`config.mk`:
```
export PLATFORM = sky130hd
export DESIGN_NAME = instr_encoder
export DESIGN_NICKNAME = d
export VERILOG_FILES = /design/src/rtl/instr_encoder.sv
export SDC_FILE = /design/constraint.sdc
export NUM_CORES = 1
export LEC_CHECK = 0
export ABC_CLOCK_PERIOD_IN_PS = 8200
export BUFFER_PORTS_ARGS = -buffer_cell sky130_fd_sc_hd__buf_4
export CORE_ASPECT_RATIO = 1.4
export CORE_UTILIZATION = 40
export DETAILED_ROUTE_END_ITERATION = 16
export GPL_ROUTABILITY_DRIVEN = 1
export GPL_TIMING_DRIVEN = 0
export PLACE_DENSITY = 0.56
export SETUP_SLACK_MARGIN = 0.02
export SYNTH_ARGS = -nofsm -noshare
export SYNTH_HDL_FRONTEND = slang
export SYNTH_SLANG_ARGS = --single-unit
```
`constraint.sdc`:
```
create_clock -name clk -period 8.2 [get_ports clk]
set_clock_uncertainty 0.2 [all_clocks]
set_input_delay 0.82 -clock clk [delete_from_list [all_inputs] [get_ports clk]]
set_output_delay 0.82 -clock clk [all_outputs]
set_load 0.01 [all_outputs]
```
`src/rtl/instr_encoder.sv`:
```
// RV32I field-bundle encoder feeding a 4-entry FIFO; each word is tagged with a running byte address.
// Optional build macro INSTR_ENC_RANGE_CHECK_EN rejects bundles whose immediate does not fit the format.
module instr_encoder (
    input  logic        clk,
    input  logic        rst,
    input  logic        in_valid,
    output logic        in_ready,
    input  logic [2:0]  immsrc,
    input  logic [6:0]  opcode,
    input  logic [4:0]  rd,
    input  logic [4:0]  rs1,
    input  logic [4:0]  rs2,
    input  logic [2:0]  funct3,
    input  logic [6:0]  funct7,
    input  logic [31:0] imm,
    output logic        out_valid,
    input  logic        out_ready,
    output logic [31:0] out_instr,
    output logic [31:0] out_addr,
    input  logic        addr_clr,
    output logic [2:0]  count,
    output logic        err
);
    localparam logic [2:0] IMM_I = 3'd0;
    localparam logic [2:0] IMM_S = 3'd1;
    localparam logic [2:0] IMM_B = 3'd2;
    localparam logic [2:0] IMM_J = 3'd3;
    localparam logic [2:0] IMM_U = 3'd4;

    logic [31:0] enc_word;
    logic        reject;
    logic        accept;
    logic        push;
    logic        pop;

    logic [31:0] instr_mem_q [4];
    logic [31:0] instr_mem_d [4];
    logic [31:0] addr_mem_q  [4];
    logic [31:0] addr_mem_d  [4];
    logic [1:0]  wr_ptr_q, wr_ptr_d;
    logic [1:0]  rd_ptr_q, rd_ptr_d;
    logic [2:0]  count_q, count_d;
    logic [31:0] addr_cnt_q, addr_cnt_d;
    logic        err_q, err_d;

    always_comb begin
        enc_word = {funct7, rs2, rs1, funct3, rd, opcode};
        case (immsrc)
            IMM_I:   enc_word = {imm[11:0], rs1, funct3, rd, opcode};
            IMM_S:   enc_word = {imm[11:5], rs2, rs1, funct3, imm[4:0], opcode};
            IMM_B:   enc_word = {imm[12], imm[10:5], rs2, rs1, funct3, imm[4:1], imm[11], opcode};
            IMM_J:   enc_word = {imm[20], imm[10:1], imm[11], imm[19:12], rd, opcode};
            IMM_U:   enc_word = {imm[31:12], rd, opcode};
            default: enc_word = {funct7, rs2, rs1, funct3, rd, opcode};
        endcase
    end

`ifdef INSTR_ENC_RANGE_CHECK_EN
    // An immediate fits an N-bit signed field when every bit above the field's sign bit matches it.
    always_comb begin
        reject = 1'b0;
        case (immsrc)
            IMM_I, IMM_S: reject = !((&imm[31:11]) || !(|imm[31:11]));
            IMM_B:        reject = !((&imm[31:12]) || !(|imm[31:12])) || imm[0];
            IMM_J:        reject = !((&imm[31:20]) || !(|imm[31:20])) || imm[0];
            IMM_U:        reject = |imm[11:0];
            default:      reject = 1'b0;
        endcase
    end
`else
    assign reject = 1'b0;
`endif

    assign in_ready  = (count_q != 3'd4);
    assign out_valid = (count_q != 3'd0);
    assign accept    = in_valid && in_ready;
    assign push      = accept && !reject;
    assign pop       = out_valid && out_ready;

    always_comb begin
        instr_mem_d = instr_mem_q;
        addr_mem_d  = addr_mem_q;
        wr_ptr_d    = wr_ptr_q;
        rd_ptr_d    = rd_ptr_q;
        count_d     = count_q;
        addr_cnt_d  = addr_cnt_q;
        err_d       = accept && reject;

        if (push) begin
            instr_mem_d[wr_ptr_q] = enc_word;
            addr_mem_d[wr_ptr_q]  = addr_cnt_q;
            wr_ptr_d              = wr_ptr_q + 2'd1;
        end
        if (pop) begin
            rd_ptr_d = rd_ptr_q + 2'd1;
        end

        case ({push, pop})
            2'b10:   count_d = count_q + 3'd1;
            2'b01:   count_d = count_q - 3'd1;
            default: count_d = count_q;
        endcase

        // A clear coinciding with a push lets the pushed word keep the old address,
        // so the counter lands on the address just past a zero-based word.
        if (push) begin
            addr_cnt_d = addr_clr ? 32'd4 : addr_cnt_q + 32'd4;
        end else if (addr_clr) begin
            addr_cnt_d = 32'd0;
        end
    end

    always_ff @(posedge clk or posedge rst) begin
        if (rst) begin
            instr_mem_q <= '{default: 32'd0};
            addr_mem_q  <= '{default: 32'd0};
            wr_ptr_q    <= 2'd0;
            rd_ptr_q    <= 2'd0;
            count_q     <= 3'd0;
            addr_cnt_q  <= 32'd0;
            err_q       <= 1'b0;
        end else begin
            instr_mem_q <= instr_mem_d;
            addr_mem_q  <= addr_mem_d;
            wr_ptr_q    <= wr_ptr_d;
            rd_ptr_q    <= rd_ptr_d;
            count_q     <= count_d;
            addr_cnt_q  <= addr_cnt_d;
            err_q       <= err_d;
        end
    end

    assign out_instr = instr_mem_q[rd_ptr_q];
    assign out_addr  = addr_mem_q[rd_ptr_q];
    assign count     = count_q;
    assign err       = err_q;

endmodule

```
==> results.py <==
metrics = {
    "clock_network": {
        "clk_path_buf_depth": 3,
        "cts_tree": "yes",
        "numCtsBuffers": 28,
        "clock_latency_ns": 0.55,
        "hold_buffers": 0,
        "htreeDepth": 1,
        "clock-sinks": 285,
        "cts.repair.resized": 0,
        "cts_setup_buffers": 0,
        "clk_pin_slew_ns": 0.06,
        "cts-root-buf": "clkbuf_16",
    },
    "worst_setup_path": {
        "cp-end-kind": "primary output",
        "timing.rr.start": "count[0]$_DFFE_PP0P_",
        "criticalPathCategory": "reg2out",
        "critPathRequiredTime_ns": 7.18,
        "crit_chain": "buf_2, clkbuf_1, buf_2, mux4_2, buf_4",
        "worstPathArrival_ns": 2.78,
        "endpoint": "out_addr[19]",
        "r2r_slack_ns": 5.28,
        "startpoint": "rd_ptr_q[1]$_DFFE_PP0P_",
        "critical_path.most_common_cell": "buf_2",
        "rr_worst_depth": 10,
        "cp-start-kind": "flip-flop",
        "crit_fanout": 10,
        "cpPeakStageDelay_ns": 0.57,
        "cpMaxStageDelayCell": "clkbuf_1",
        "timing.rr.end": "count[2]$_DFFE_PP0P_",
    },
    "synthesis": {
        "yosys_warnings": 0,
        "ys_ff_latch": 285,
        "synth-main-ff-cell": "dfrtp_1",
        "synth_most_common_cell": "dfrtp_1",
        "synth-edff-count": 0,
        "syn_area_sq_um": 13450,
        "synth_top_area_cell": "dfrtp_1",
        "synth.top_cell.area_share_pct": 53.03,
        "postSynthAreaPerCell_sq_um": 13.94,
        "synth_cells": 965,
        "yosys-top-cells-area": "dfrtp_1 (53%), mux2_2 (18%), mux4_2 (10%)",
        "seq_area_frac_synth_pct": 53.03,
        "async_reset_ff_share_pct": 100.0,
        "synth_common_cells": "dfrtp_1 (285), mux2_2 (215), mux4_2 (62)",
        "synth.distinct_cells": 50,
    },
    "floorplanning": {
        "initial_utilization_pct": 40.50,
        "ios": 142,
        "placementRows": 79,
        "die_width_microns": 157.0,
        "die_h_microns": 219.0,
        "dieArea_sq_um": 34370,
        "design.core.area_sq_um": 33210,
    },
    "layout": {
        "fin_util_pct": 48.54,
        "nets": 1219,
        "final_cell_area_sq_um": 16120,
        "fillCellCount": 2987,
        "layout-drive-gt1-share_pct": 46.25,
        "seqCellArea_sq_um": 7132,
        "syn_to_final_growth_pct": 19.86,
        "multi_input_area_sq_um": 5868,
        "n_antenna_cell": 0,
    },
    "global_routing": {
        "grt_start_max_net_pins": 43,
        "antenna_found_initial": 0,
        "grt_usage_pct": 19.05,
        "grt_overflow": 0,
        "grt_pass1_wl_microns": 50300,
        "grt_pass1_vias": 9043,
    },
    "route": {
        "routed_wl_microns": 31870,
        "drtPass1Iterations": 7,
        "vias": 8602,
        "ant_nets": 0,
        "initialDrtViolationCount": 394,
        "via_per_inst": 5.363,
        "wl_per_cell_microns": 19.87,
        "drc_errors": 0,
    },
    "flow_run": {
        "cap_violations": 0,
    },
    "min_path": {
        "hold_path.class": "in2async",
    },
    "power_and_ir_drop": {
        "power.density_nw_per_um2": 318.9,
        "power.leakage_nw": 7.320,
        "p_int_mw": 3.565,
        "peakVddDrop_mv": 0.1503,
        "p_comb_share_pct": 36.3,
        "sw_frac_of_total_pct": 30.64,
        "p_clk_share_pct": 25.7,
        "power.total_mw": 5.140,
        "p_sw_mw": 1.575,
        "sequentialPowerShare_pct": 38.0,
    },
    "place": {
        "gp_congestion": 0.7450,
        "place_hpwl_microns": 22350,
        "port_buffers": 136,
        "postPlaceCellArea_sq_um": 15180,
    },
    "sta": {
        "drv_slew": 0,
        "hold_violations": 0,
        "setup_violations": 0,
        "worstMarginPinSlew_ns": 0.7947,
        "tns_ns": 0,
        "hold_ws_ns": 0.2328,
        "fin_crit_ns": 3.801,
        "rsz0062_at_grt": "no",
        "relSlewSlack_pct": 46.91,
        "fmax_ghz": 0.2631,
        "fin_crit_sh_pct": 46.35,
    },
    "run_status": {
        "status": "finished clean",
    },
}
==> kinds of logic after synthesis <==
group           Yosys count  share of synthesized area, %
xor+xnor                 17                         1.107
buf+inv                  87                         3.396
other cells               1                       0.02788
fa+ha+maj                 7                        0.7070
simple gates            161                         6.624
compound gates          104                         4.717
mux                     303                         30.39
flops                   285                         53.03
==> state kept, by name, summed over array words and instances, names as in the netlist <==
signal       cells
addr_cnt_q      30
count            3
rd_ptr_q         2
wr_ptr_q         2
addr_mem_q     120
instr_mem_q    128
==> placed cells by master, fill, tap and decap left out, types with 10 or more instances in the layout <==
cell,n
o31ai_1,14
a21oi_1,27
clkbuf_16,29
mux2_2,215
mux2i_1,18
buf_2,45
clkbuf_1,24
or4_1,14
nand3_1,12
o21ai_0,46
xnor2_1,10
mux4_2,62
nand2_1,45
nor2_1,34
buf_4,151
dfrtp_1,285
==> area by class of cell <==
class                           instances  area share [%]
Clock inverter                          5          0.6209
Tap cell                              445           3.454
Clock buffer                           44           5.224
Multi-Input combinational cell        595           36.40
Sequential cell                       285           44.24
Timing Repair Buffer                  143           7.203
Inverter                                8          0.2096
Buffer                                 79           2.647
==> per-stage QoR <==
stage / worst slack [ns] / instances
after detailed placement: 4.889 / 1555
final: 4.399 / 1604
after global placement: 1.553 / 1548
after floorplan: 3.403 / 967
after global routing: 4.220 / 1604
after CTS: 4.284 / 1604
==> worst max-delay path: cells and delay by family (launching register included) <==
kind | cells | cell delay, ns
buffers and inverters | 4 | 1.48
flip-flops | 1 | 0.32
multiplexers | 1 | 0.41
==> per-layer routing <==
metal  wire (microns)  GRT usage, %
met5                0             0
met4              734         6.405
met3             1215         2.330
met2            16620         34.03
met1            13310         23.65
==> power by group through the flow <==
stage / Clock, mW / Sequential (mW) / Combinational (mW)
global placement: 0 / 1.97 / 1.87
floorplan: 0 / 1.92 / 1.26
CTS: 1.36 / 1.96 / 1.91
detailed placement: 0 / 1.98 / 1.90
global route: 1.42 / 2.00 / 2.02
finish: 1.32 / 1.95 / 1.87
==> worst min-delay path by stage <==
stage          cells after the start                          end  slack, ns                   startpoint
2_1_floorplan                      2   addr_mem_q[51]$_DFFE_PP0P_       0.24   addr_mem_q[51]$_DFFE_PP0P_
3_3_place_gp                       2  instr_mem_q[63]$_DFFE_PP0P_       0.26  instr_mem_q[63]$_DFFE_PP0P_
3_5_place_dp                       2   instr_mem_q[9]$_DFFE_PP0P_       0.27   instr_mem_q[9]$_DFFE_PP0P_
4_1_cts                            2  instr_mem_q[67]$_DFFE_PP0P_       0.22                          rst
5_1_grt                            2  instr_mem_q[80]$_DFFE_PP0P_       0.26                          rst
6_report                           2  instr_mem_q[50]$_DFFE_PP0P_       0.23                          rst
Power figures use the tool's default switching activity.
